$ cat src/rtl/pixel_feeder_if.sv
// Memory read port and pixel stream between pixel_feeder and its neighbours.
interface pixel_feeder_if #(
    parameter int unsigned ADDR_W = 10
);
    logic              mem_rd_en;
    logic [ADDR_W-1:0] mem_addr;
    logic signed [8:0] mem_data;
    logic signed [8:0] pix_out;
    logic              pix_valid;
    logic              win_valid;

    modport master (
        output mem_rd_en, mem_addr, pix_out, pix_valid, win_valid,
        input  mem_data
    );

    modport slave (
        input  mem_rd_en, mem_addr, pix_out, pix_valid, win_valid,
        output mem_data
    );
endinterface

$ cat src/rtl/pixel_feeder.sv
// Streams one IMAGE_WIDTH x IMAGE_WIDTH frame from memory into the line-buffer chain.
// Define FEEDER_COORD_EN to add pix_row/pix_col coordinate outputs.
module pixel_feeder #(
    parameter int unsigned IMAGE_WIDTH  = 28,
    parameter int unsigned KERNEL_WIDTH = 5,
    parameter int unsigned ADDR_W       = 10
) (
    input  logic              clk,
    input  logic              reset,
    input  logic              start,
    input  logic [ADDR_W-1:0] base_addr,
    input  logic              stall,
    output logic              busy,
    output logic              done,
`ifdef FEEDER_COORD_EN
    output logic [ADDR_W-1:0] pix_row,
    output logic [ADDR_W-1:0] pix_col,
`endif
    pixel_feeder_if.master    bus
);

    localparam int unsigned NPIX  = IMAGE_WIDTH * IMAGE_WIDTH;
    localparam int unsigned CNT_W = $clog2(NPIX + 1);
    localparam int unsigned CRD_W = (IMAGE_WIDTH > 1) ? $clog2(IMAGE_WIDTH + 1) : 1;

    typedef enum logic [1:0] {S_IDLE, S_RUN, S_DRAIN} state_t;

    state_t            state_q, state_d;
    logic [ADDR_W-1:0] base_q, base_d;
    logic [ADDR_W-1:0] mem_addr_q, mem_addr_d;
    logic [CNT_W-1:0]  rd_cnt_q, rd_cnt_d;
    logic [CNT_W-1:0]  px_cnt_q, px_cnt_d;
    logic [CRD_W-1:0]  row_q, row_d;
    logic [CRD_W-1:0]  col_q, col_d;
    logic              mem_rd_en_q, mem_rd_en_d;
    logic              rd_pipe_q, rd_pipe_d;
    logic signed [8:0] pix_out_q, pix_out_d;
    logic              pix_valid_q, pix_valid_d;
    logic              win_valid_q, win_valid_d;
    logic              busy_q, busy_d;
    logic              done_q, done_d;
`ifdef FEEDER_COORD_EN
    logic [CRD_W-1:0]  pix_row_q, pix_row_d;
    logic [CRD_W-1:0]  pix_col_q, pix_col_d;
`endif

    always_comb begin
        state_d     = state_q;
        base_d      = base_q;
        mem_addr_d  = mem_addr_q;
        rd_cnt_d    = rd_cnt_q;
        px_cnt_d    = px_cnt_q;
        row_d       = row_q;
        col_d       = col_q;
        mem_rd_en_d = 1'b0;
        rd_pipe_d   = mem_rd_en_q;
        pix_out_d   = pix_out_q;
        pix_valid_d = rd_pipe_q;
        win_valid_d = 1'b0;
        done_d      = 1'b0;
`ifdef FEEDER_COORD_EN
        pix_row_d   = pix_row_q;
        pix_col_d   = pix_col_q;
`endif

        // Output side: mem_data is valid the cycle after the strobe, register it out.
        if (rd_pipe_q) begin
            pix_out_d   = bus.mem_data;
            win_valid_d = (row_q >= CRD_W'(KERNEL_WIDTH - 1)) &&
                          (col_q >= CRD_W'(KERNEL_WIDTH - 1));
            px_cnt_d    = px_cnt_q + CNT_W'(1);
`ifdef FEEDER_COORD_EN
            pix_row_d   = row_q;
            pix_col_d   = col_q;
`endif
            if (col_q == CRD_W'(IMAGE_WIDTH - 1)) begin
                col_d = '0;
                row_d = row_q + CRD_W'(1);
            end else begin
                col_d = col_q + CRD_W'(1);
            end
        end

        case (state_q)
            S_IDLE: begin
                if (start) begin
                    base_d   = base_addr;
                    rd_cnt_d = '0;
                    px_cnt_d = '0;
                    row_d    = '0;
                    col_d    = '0;
                    state_d  = S_RUN;
                end
            end
            S_RUN: begin
                if (!stall) begin
                    mem_rd_en_d = 1'b1;
                    mem_addr_d  = base_q + ADDR_W'(rd_cnt_q);
                    rd_cnt_d    = rd_cnt_q + CNT_W'(1);
                    if (rd_cnt_q == CNT_W'(NPIX - 1)) state_d = S_DRAIN;
                end
            end
            S_DRAIN: begin
                if (pix_valid_q && (px_cnt_q == CNT_W'(NPIX))) begin
                    state_d = S_IDLE;
                    done_d  = 1'b1;
                end
            end
            default: state_d = S_IDLE;
        endcase

        busy_d = (state_d != S_IDLE);
    end

    always_ff @(posedge clk) begin
        if (reset) begin
            state_q     <= S_IDLE;
            base_q      <= '0;
            mem_addr_q  <= '0;
            rd_cnt_q    <= '0;
            px_cnt_q    <= '0;
            row_q       <= '0;
            col_q       <= '0;
            mem_rd_en_q <= 1'b0;
            rd_pipe_q   <= 1'b0;
            pix_out_q   <= '0;
            pix_valid_q <= 1'b0;
            win_valid_q <= 1'b0;
            busy_q      <= 1'b0;
            done_q      <= 1'b0;
`ifdef FEEDER_COORD_EN
            pix_row_q   <= '0;
            pix_col_q   <= '0;
`endif
        end else begin
            state_q     <= state_d;
            base_q      <= base_d;
            mem_addr_q  <= mem_addr_d;
            rd_cnt_q    <= rd_cnt_d;
            px_cnt_q    <= px_cnt_d;
            row_q       <= row_d;
            col_q       <= col_d;
            mem_rd_en_q <= mem_rd_en_d;
            rd_pipe_q   <= rd_pipe_d;
            pix_out_q   <= pix_out_d;
            pix_valid_q <= pix_valid_d;
            win_valid_q <= win_valid_d;
            busy_q      <= busy_d;
            done_q      <= done_d;
`ifdef FEEDER_COORD_EN
            pix_row_q   <= pix_row_d;
            pix_col_q   <= pix_col_d;
`endif
        end
    end

    assign bus.mem_rd_en = mem_rd_en_q;
    assign bus.mem_addr  = mem_addr_q;
    assign bus.pix_out   = pix_out_q;
    assign bus.pix_valid = pix_valid_q;
    assign bus.win_valid = win_valid_q;
    assign busy          = busy_q;
    assign done          = done_q;
`ifdef FEEDER_COORD_EN
    assign pix_row       = ADDR_W'(pix_row_q);
    assign pix_col       = ADDR_W'(pix_col_q);
`endif

endmodule

$ cat src/flat_wrapper.sv
// flat-port wrapper written by rule: the top's interface ports become plain ports
module pixel_feeder_flat 
#(
    parameter int unsigned IMAGE_WIDTH  = 28,
    parameter int unsigned KERNEL_WIDTH = 5,
    parameter int unsigned ADDR_W       = 10
)
  (clk, reset, start, base_addr, stall, busy, done, bus_mem_rd_en, bus_mem_addr, bus_pix_out, bus_pix_valid, bus_win_valid, bus_mem_data);
  pixel_feeder_if #(.ADDR_W(ADDR_W)) bus_i ();
  input  logic clk;
  input  logic reset;
  input  logic start;
  input  logic [ADDR_W-1:0] base_addr;
  input  logic stall;
  output logic busy;
  output logic done;
  output wire logic [$bits(bus_i.mem_rd_en)-1:0] bus_mem_rd_en;
  output wire logic [$bits(bus_i.mem_addr)-1:0] bus_mem_addr;
  output wire logic [$bits(bus_i.pix_out)-1:0] bus_pix_out;
  output wire logic [$bits(bus_i.pix_valid)-1:0] bus_pix_valid;
  output wire logic [$bits(bus_i.win_valid)-1:0] bus_win_valid;
  input wire logic [$bits(bus_i.mem_data)-1:0] bus_mem_data;
  assign bus_mem_rd_en = bus_i.mem_rd_en;
  assign bus_mem_addr = bus_i.mem_addr;
  assign bus_pix_out = bus_i.pix_out;
  assign bus_pix_valid = bus_i.pix_valid;
  assign bus_win_valid = bus_i.win_valid;
  assign bus_i.mem_data = bus_mem_data;
  pixel_feeder #(.IMAGE_WIDTH(IMAGE_WIDTH), .KERNEL_WIDTH(KERNEL_WIDTH), .ADDR_W(ADDR_W)) u_core (.clk(clk), .reset(reset), .start(start), .base_addr(base_addr), .stall(stall), .busy(busy), .done(done), .bus(bus_i));
endmodule
$ cat config.mk
export PLATFORM = sky130hd
export DESIGN_NAME = pixel_feeder_flat
export DESIGN_NICKNAME = d
export VERILOG_FILES = /design/src/rtl/pixel_feeder_if.sv /design/src/rtl/pixel_feeder.sv /design/src/flat_wrapper.sv
export SDC_FILE = /design/constraint.sdc
export NUM_CORES = 1
export LEC_CHECK = 0
export BUFFER_PORTS_ARGS = -buffer_cell sky130_fd_sc_hd__buf_2
export CAP_MARGIN = 0
export CORE_MARGIN = 2
export CORE_UTILIZATION = 51
export CTS_CLUSTER_DIAMETER = 30
export CTS_CLUSTER_SIZE = 16
export DETAILED_ROUTE_END_ITERATION = 8
export PLACE_DENSITY = 0.84
export SYNTH_ARGS = -nofsm -noshare
export SYNTH_HDL_FRONTEND = slang
export SYNTH_SLANG_ARGS = --single-unit
$ cat constraint.sdc
create_clock -name clk -period 1.7 [get_ports clk]
set_input_delay 0.34 -clock clk [delete_from_list [all_inputs] [get_ports clk]]
set_output_delay 0.34 -clock clk [all_outputs]
set_load 0.05 [all_outputs]
Yosys cells after proc, flatten, opt, wreduce, memory -nomap -nowiden
Cells that the tools add are included.
{"block": "totals", "register_bits": 67, "inputBits": 23, "output_inout_bits": 24, "elab_cells": 64}
{"block": "op_classes", "addsub": 5, "n_lt_le_gt_ge": 2, "n_eq_ne": 7, "muxes": 21, "bitwise": 4, "n_reduce_logical": 11}
{"cell": "10-bit 2-to-1 mux", "count": 5}
{"cell": "5-bit 2-to-1 mux", "count": 8}
{"cell": "10-bit by 1-bit adder with 10-bit output, second input constant", "count": 2}
{"cell": "10-bit == test, second input constant", "count": 2}
{"cell": "10-bit case mux with 2 select lines", "count": 1}
{"cell": "10-bit adder", "count": 1}
{"cell": "5-bit by 1-bit adder with 5-bit output, second input constant", "count": 2}
{"cell": "5-bit by 3-bit >= comparator with 1-bit output, second input constant", "count": 2}
{"cell": "2-bit 2-to-1 mux", "count": 4}
{"cell": "2-bit case mux with 3 select lines", "count": 1}
{"cell": "2-bit OR reduction", "count": 3}
{"cell": "5-bit == test, second input constant", "count": 1}
{"cell": "2-bit inequality test, second input constant", "count": 2}
{"cell": "1-bit NOT", "count": 4}
{"cell": "2-bit AND reduction", "count": 2}
{"cell": "2-bit nonzero test", "count": 2}
{"cell": "3-bit AND reduction", "count": 1}
{"cell": "2-bit by 1-bit == test with 1-bit output, second input constant", "count": 1}
{"cell": "2-bit == test, second input constant", "count": 1}
{"cell": "1-bit logical AND", "count": 2}
{"cell": "2-bit logical NOT", "count": 1}
{"cell": "1-bit 2-to-1 mux", "count": 2}

Logic depth before layout (Yosys ltp)
Gate-level depths: netlist of the first run.
{"block": "logic_depth", "depth_word": 5, "ltp_mapped": 7, "ltp_nobuf": 7}

Worst setup path before layout of the first run
Ideal clock, no wire load.
{"block": "synth_timing", "kind": "register -> register", "from": "reg u_core.rd_cnt_q[0]", "to": "reg u_core.mem_addr_q[8] (netlist: u_core.bus.mem_addr[8])", "setup_time_ns": 0.122, "arrival_time_ns": 1.774, "required_ns": 1.578, "setup_slack_ns": -0.195, "stages_incl_launch_ff": 8, "path_buffers": 0, "synth_period_minus_slack_ns": 1.895, "cell_sequence": "dfxtp_1 ha_1 fa_1 a211oi_1 nor2_1 o41ai_1 or4_1 nand3_1"}
{"block": "synth_via", "elab_chain_cells": 1}
{"element": "start, declared", "line_no": "pixel_feeder.sv:31", "text": "logic [CNT_W-1:0] rd_cnt_q, rd_cnt_d;"}
{"element": "start signal, assigned", "line_no": "pixel_feeder.sv:139", "text": "rd_cnt_q <= rd_cnt_d;"}
{"element": "10-bit adder", "line_no": "pixel_feeder.sv:98", "text": "mem_addr_d = base_q + ADDR_W'(rd_cnt_q);"}
{"element": "end signal, assigned", "line_no": "pixel_feeder.sv:138", "text": "mem_addr_q <= mem_addr_d;"}
{"element": "end, declared", "line_no": "pixel_feeder.sv:30", "text": "logic [ADDR_W-1:0] mem_addr_q, mem_addr_d;"}
Every way passes these cells.
A chain may end at the register's enable or synchronous reset.

Final worst setup path of the first run
{"block": "layout_timing", "from": "reg u_core.base_q[0]", "to": "reg u_core.mem_addr_q[8] (netlist: u_core.bus.mem_addr[8])"}
{"block": "layout_via", "elab_chain_cells": 1}
{"element": "start, declared", "line_no": "pixel_feeder.sv:29", "text": "logic [ADDR_W-1:0] base_q, base_d;"}
{"element": "start signal, assigned", "line_no": "pixel_feeder.sv:137", "text": "base_q <= base_d;"}
{"element": "10-bit adder", "line_no": "pixel_feeder.sv:98"}
Every way passes these cells.

==> flow_metrics.env, run 1 <==
export IMPL_status="complete, but fails checks"
export IMPL_violations="setup timing"
export IMPL_rsz0062_at_grt="yes"
export IMPL_drive_above_1_share_pct=30.29
export IMPL_critical_path_slowest_cell="fa_2"
export IMPL_synth_mux_area_share_pct=4.297
export IMPL_crit_fanout=3
export IMPL_drt_first_pass_iters=5
export IMPL_synthAdderAreaFrac_pct=7.134
export IMPL_crit_type="reg -> reg"
export IMPL_crit_buf_inv=0
export IMPL_fillers=459
export IMPL_diodes=0
export IMPL_synth_compound_area_share_pct=12.04
export IMPL_synth_simple_area_share_pct=25.46
export IMPL_dp_cells=505
export IMPL_synthTopCellsByCount="dfxtp_1 (67), nor2_1 (50), nand2_1 (46)"
export IMPL_skew_ps=11.69
export IMPL_vdd_ir_drop_max_mv=0.8425
export IMPL_setup_viol=4
export IMPL_avgViaCountPerCell=5.687
export IMPL_cts_path_max_buffers=2
export IMPL_ctsRootBufferMaster="clkbuf_8"
export IMPL_grt_pass1_wl_um=12670
export IMPL_die_height_um=81.80
export IMPL_multiInputGateArea_um2=1787
export IMPL_portBuffers=46
export IMPL_fin_crit_sh_pct=108.7
export IMPL_post_drt_wl_per_cell_um=15.75
export IMPL_cts_tree="built"
export IMPL_htreeDepth=3
export IMPL_ys_ff_latch=67
export IMPL_yosysMostFrequentCell="dfxtp_1"
export IMPL_synth_edf_count=0
export IMPL_overflow=0
export IMPL_dp_hpwl_um=5358
export IMPL_slew_headroom_pct=74.16
export IMPL_max_freq_mhz=541.2
export IMPL_cp_cell_sequence="ha_4 > fa_2 > a211oi_2 > nor2_2 > o41ai_2 > or4_1 > nand3_1"
export IMPL_maxCapViolations=0
export IMPL_syn_nets=401
export IMPL_nNetsFinal=484
export IMPL_die_area_um2=6690
export IMPL_synth_area_top_cells="dfxtp_1 (43%), ha_1 (6.5%), nor2_1 (6.1%)"
export IMPL_wl_met2_um=3959
export IMPL_ant_nets=0
export IMPL_ys_warnings_count=0
export IMPL_antenna_found_initial=0
export IMPL_finalNonFillerCells=524
export IMPL_synth_xor_area_share_pct=4.540
export IMPL_track_usage_pct=25.08
export IMPL_synth_top_family_by_area="simple AND/OR/NAND/NOR gates"
export IMPL_p_per_area_nw_per_um2=828.7
export IMPL_dr_first_iter_drc_count=177
export IMPL_slew_viol_final=0
export IMPL_path_delay_family="adder cells"
export IMPL_path_clk_slew_ps=80
export IMPL_cts_sinks=67
export IMPL_core_rowCount=28
export IMPL_synthFlopType="dfxtp_1"
export IMPL_num_vias=2980
export IMPL_io_pins=47
export IMPL_tightest_slew_ps=387.7
export IMPL_routabilityCongestion=0.8984
export IMPL_rrSetupSlack_ps=-150
export IMPL_m1WireLength_um=3451
export IMPL_die_width_um=81.80
export IMPL_async_reset_ff_share_pct=0
export IMPL_finalHoldViolCount=0
export IMPL_register_area_um2=1356
export IMPL_ys_types=45
export IMPL_ys_seq_area_share_pct=43.45
export IMPL_synth_top_cell_by_area="dfxtp_1"
export IMPL_clock_latency_ps=360
export IMPL_core_um2=5886
export IMPL_cp_arrival_ps=2080
export IMPL_dp_slack_ps=-71.54
export IMPL_synth_top_area_share_pct=43.45
export IMPL_required_ps=1940
export IMPL_numCtsBuffers=9
export IMPL_syn_cell_area_um2=3087
export IMPL_cp_start_kind="register"
export IMPL_drc=0
export IMPL_synthCells=361
export IMPL_setup_tns_ps=-409.2
export IMPL_hold_worst_slack_ps=210.2
export IMPL_initial_utilization_pct=52.44
export IMPL_finalWorstSetupSlack_ps=-147.8
export IMPL_period_needed_ps=1848
export IMPL_hold_path_class="in -> reg"
export IMPL_met3_length_um=414
export IMPL_grt_pass1_vias=2807
export IMPL_grt_max_degree=24
export IMPL_slowest_delay_ps=390
export IMPL_avgSynthCellArea_um2=8.550
export IMPL_topRoutingLayerUsed="met4"
export IMPL_wl_um=8252
export IMPL_end_kind="register"
export IMPL_area_growth_syn_to_layout_pct=30.20
export IMPL_power_leakage_nw=1.628
layout by cell type (no fill, tap or decap), types with 4 or more instances in the layout:
cell type  Yosys  routed
ha_1          16      11
inv_1          9       9
o21ai_0       13       8
a21oi_1       27      26
buf_2          1      46
mux2i_1       11      11
clkbuf_8       0       9
xnor2_1        7       7
buf_4          0      41
nor2_1        50      48
xor2_1         9       9
dfxtp_1       67      59
dfxtp_2        0       6
nand3_1       13      12
nand4_1       12      12
or4_1          4       4
nand2b_1       4       4
nand2_1       46      46
ha_4           0       5
a211oi_1       7       4
worst reg2reg max path: stages (launching register included):
cell and delay [ps]:
dfxtp_2 340, ha_4 170, fa_2 400, a211oi_2 240
nor2_2 90, o41ai_2 240, or4_1 150, nand3_1 90
worst paths after layout:
kind,startpoint,endpoint,depth (start not counted)
worst max-delay path,u_core.base_q[0],u_core.bus.mem_addr[8],7
worst min-delay path,base_addr[6],u_core.base_q[6],3
worst max register to register,u_core.base_q[0],u_core.bus.mem_addr[8],7
worst min register to register,u_core.bus.mem_rd_en,u_core.pix_valid_d,1
registers in the layout (all words and copies together), names as in the netlist, 2 cells and up:
| name | count |
|---|---|
| u_core.state_q | 2 |
| u_core.row_q | 5 |
| u_core.rd_cnt_q | 10 |
| u_core.base_q | 10 |
| u_core.bus.mem_addr | 10 |
| u_core.col_q | 5 |
| u_core.px_cnt_q | 10 |
| u_core.bus.pix_out | 9 |
area by class of cell:
class,count,share of cell area (%)
Clock inverter,7,1.868
Sequential cell,67,33.75
Tap cell,75,2.335
Timing Repair Buffer,88,13.67
Inverter,9,0.8406
Multi-Input combinational cell,269,44.46
Clock buffer,9,3.082
cells by family after synthesis:
group                      after synthesis
muxes                                   13
and+or+nand+nor                        161
xor gates and xnor gates                16
buffers and inverters                   25
AOI/OAI and AO/OA                       62
adders and majority gates               17
DFF                                     67
power by group:
| part | internal [mW] | total [mW] | switching (mW) |
|---|---|---|---|
| clock | 0.687 | 1.37 | 0.680 |
| combinational | 0.129 | 0.338 | 0.209 |
| sequential | 1.60 | 1.63 | 0.0247 |
per-stage QoR:
step                area [um^2]  util, %  total power [mW]
finish                     4019    68.28             3.331
global route               4019    68.28             3.447
CTS                        3920    66.60             3.330
detailed placement         3707    62.99             1.972
global placement           3707    62.99             1.963
floorplan                  3152        -             1.845
metal layers:
metal  track usage [%]  up-vias
met5                 0        -
met4             15.50        0
li1                  -     1440
met3             6.923       51
met2             40.49      113
met1             29.44     1376
timing repair:
item	in CTS	in global routing
setup buffers	1	2
setup endpoints to repair	5	9
pin swaps	6	11
gates resized for setup	3	23
hold buffers	0	0
Note: power is estimated with default switching activity, not from simulation.
==> run 2: changes to the inputs <==
--- a/config.mk
+++ b/config.mk
@@ -6,7 +6,6 @@
 export NUM_CORES = 1
 export LEC_CHECK = 0
 export BUFFER_PORTS_ARGS = -buffer_cell sky130_fd_sc_hd__buf_2
-export CAP_MARGIN = 0
 export CORE_MARGIN = 2
 export CORE_UTILIZATION = 51
 export CTS_CLUSTER_DIAMETER = 30
@@ -16,3 +15,4 @@
 export SYNTH_ARGS = -nofsm -noshare
 export SYNTH_HDL_FRONTEND = slang
 export SYNTH_SLANG_ARGS = --single-unit
+export TNS_END_PERCENT = 50
==> flow_metrics.env, run 2 (synthesized netlist as in run 1, its figures left out) <==
export IMPL_ctsRootBufferMaster="clkbuf_8"
export IMPL_placed_cell_area_um2=3707
export IMPL_grt_pass1_vias=2803
export IMPL_rsz0062_at_grt="yes"
export IMPL_crit_type="reg -> reg"
export IMPL_fin_util_pct=67.69
export IMPL_rrSetupSlack_ps=-90
export IMPL_topRoutingLayerUsed="met4"
export IMPL_power_leakage_nw=1.620
export IMPL_met3_length_um=487
export IMPL_maxCapViolations=0
export IMPL_finalHoldViolCount=0
export IMPL_core_rowCount=28
export IMPL_most_common_layout_cells="dfxtp_1 (59), nor2_1 (49), nand2_1 (46), buf_2 (46), buf_4 (40)"
export IMPL_die_area_um2=6690
export IMPL_drive_above_1_share_pct=29.31
export IMPL_period_needed_ps=1790
export IMPL_wl_um=7886
export IMPL_crit_fanout=3
export IMPL_slew_viol_final=0
export IMPL_slew_headroom_pct=74.08
export IMPL_cp_depth=7
export IMPL_status="complete, but fails checks"
export IMPL_r2r_start="u_core.base_q[0]"
export IMPL_critical_path_slowest_cell="fa_2"
export IMPL_io_pins=47
export IMPL_setup_viol=3
export IMPL_portBuffers=46
export IMPL_grt_max_degree=24
export IMPL_num_vias=2910
export IMPL_dp_hpwl_um=5358
export IMPL_die_height_um=81.80
export IMPL_layout_commonest_cell="dfxtp_1"
export IMPL_required_ps=1950
export IMPL_die_width_um=81.80
export IMPL_fin_crit_sh_pct=105.3
export IMPL_cts_tree="built"
export IMPL_numCtsBuffers=9
export IMPL_avgViaCountPerCell=5.575
export IMPL_r2r_end="u_core.bus.mem_addr[8]"
export IMPL_path_delay_family="adder cells"
export IMPL_nNetsFinal=482
export IMPL_drt_first_pass_iters=4
export IMPL_area_growth_syn_to_layout_pct=29.06
export IMPL_finalNonFillerCells=522
export IMPL_p_per_area_nw_per_um2=834.8
export IMPL_routabilityCongestion=0.8984
export IMPL_violations="setup timing"
export IMPL_htreeDepth=3
export IMPL_drc=0
export IMPL_slowest_delay_ps=380
export IMPL_endpoint="u_core.bus.mem_addr[8]"
export IMPL_clock_latency_ps=370
export IMPL_dp_slack_ps=-71.54
export IMPL_dp_cells=505
export IMPL_max_freq_mhz=558.8
export IMPL_crit_buf_inv=0
export IMPL_track_usage_pct=24.95
export IMPL_end_kind="register"
export IMPL_vdd_ir_drop_max_mv=0.7840
export IMPL_skew_ps=11.61
export IMPL_cp_cell_sequence="ha_4 > fa_2 > a211oi_2 > nor2_2 > o41ai_2 > or4_1 > nand3_1"
export IMPL_m1WireLength_um=3237
export IMPL_ant_nets=0
export IMPL_rr_worst_depth=7
export IMPL_cp_arrival_ps=2040
export IMPL_grt_pass1_wl_um=12630
export IMPL_tightest_slew_ps=384.8
export IMPL_fillers=455
export IMPL_path_clk_slew_ps=80
export IMPL_initial_utilization_pct=52.44
export IMPL_cts_path_max_buffers=2
export IMPL_dr_first_iter_drc_count=211
export IMPL_cts_sinks=67
export IMPL_startpoint="u_core.base_q[0]"
export IMPL_post_drt_wl_per_cell_um=15.11
export IMPL_antenna_found_initial=0
export IMPL_overflow=0
export IMPL_hold_path_class="in -> reg"
export IMPL_fin_area_um2=3984
export IMPL_core_um2=5886
export IMPL_finalWorstSetupSlack_ps=-89.52
export IMPL_wl_met2_um=3922
export IMPL_cp_start_kind="register"
export IMPL_diodes=0
-- run 2: routing by layer --
layer	track usage (%)	vias to the layer above
met1	29.68	1347
li1	-	1432
met4	15.83	0
met2	40.41	106
met5	0	-
met3	5.824	25
-- run 2: worst reg2reg max path: stages (launching register included) --
cell	delay, ps
dfxtp_2	340
ha_4	160
fa_2	380
a211oi_2	240
nor2_2	90
o41ai_2	240
or4_1	150
nand3_1	60
-- run 2: cell type report --
| cell class | count | area (um^2) | area share, % |
|---|---|---|---|
| tap | 75 | 93.84 | 2.356 |
| inverter | 9 | 33.78 | 0.8480 |
| clock buffer | 9 | 123.9 | 3.109 |
| clock inverter | 7 | 75.07 | 1.884 |
| sequential | 67 | 1356 | 34.05 |
| timing repair buffer | 86 | 530.5 | 13.32 |
| multi-input combinational | 269 | 1770 | 44.44 |
-- run 2: worst min-delay path by stage --
| stage | depth (start not counted) | to | slack [ps] | from |
|---|---|---|---|---|
| after detailed placement | 1 | u_core.pix_valid_d | 460 | u_core.bus.mem_rd_en |
| after floorplan | 2 | u_core.base_q[3] | 440 | u_core.base_q[3] |
| final | 3 | u_core.base_q[2] | 200 | base_addr[2] |
| after CTS | 3 | u_core.base_q[0] | 200 | base_addr[0] |
| after global routing | 3 | u_core.base_q[3] | 210 | base_addr[3] |
| after global placement | 2 | u_core.bus.mem_addr[1] | 440 | u_core.bus.mem_addr[1] |
-- run 2: through the flow --
step / TNS, ps / power (mW) / hold WS [ps]
after global routing: -520.2 / 3.445 / 208.9
final: -224.9 / 3.326 / 196.8
after CTS: -184.8 / 3.328 / 195.1
after detailed placement: -252.5 / 1.972 / 458.9
after floorplan: 0 / 1.845 / 440.0
after global placement: -70.78 / 1.963 / 442.9
-- run 2: where the power goes --
part	total (mW)	switching (mW)	internal, mW
Clock	1.37	0.687	0.687
Sequential	1.63	0.0246	1.60
Combinational	0.327	0.205	0.122
-- run 2: repair_timing --
action                     CTS  global route
pin swaps                    4             4
resized for setup            4            17
hold buffers                 0             0
setup endpoints to repair    5             9
buffers inserted             0             1
cloned                       0             0
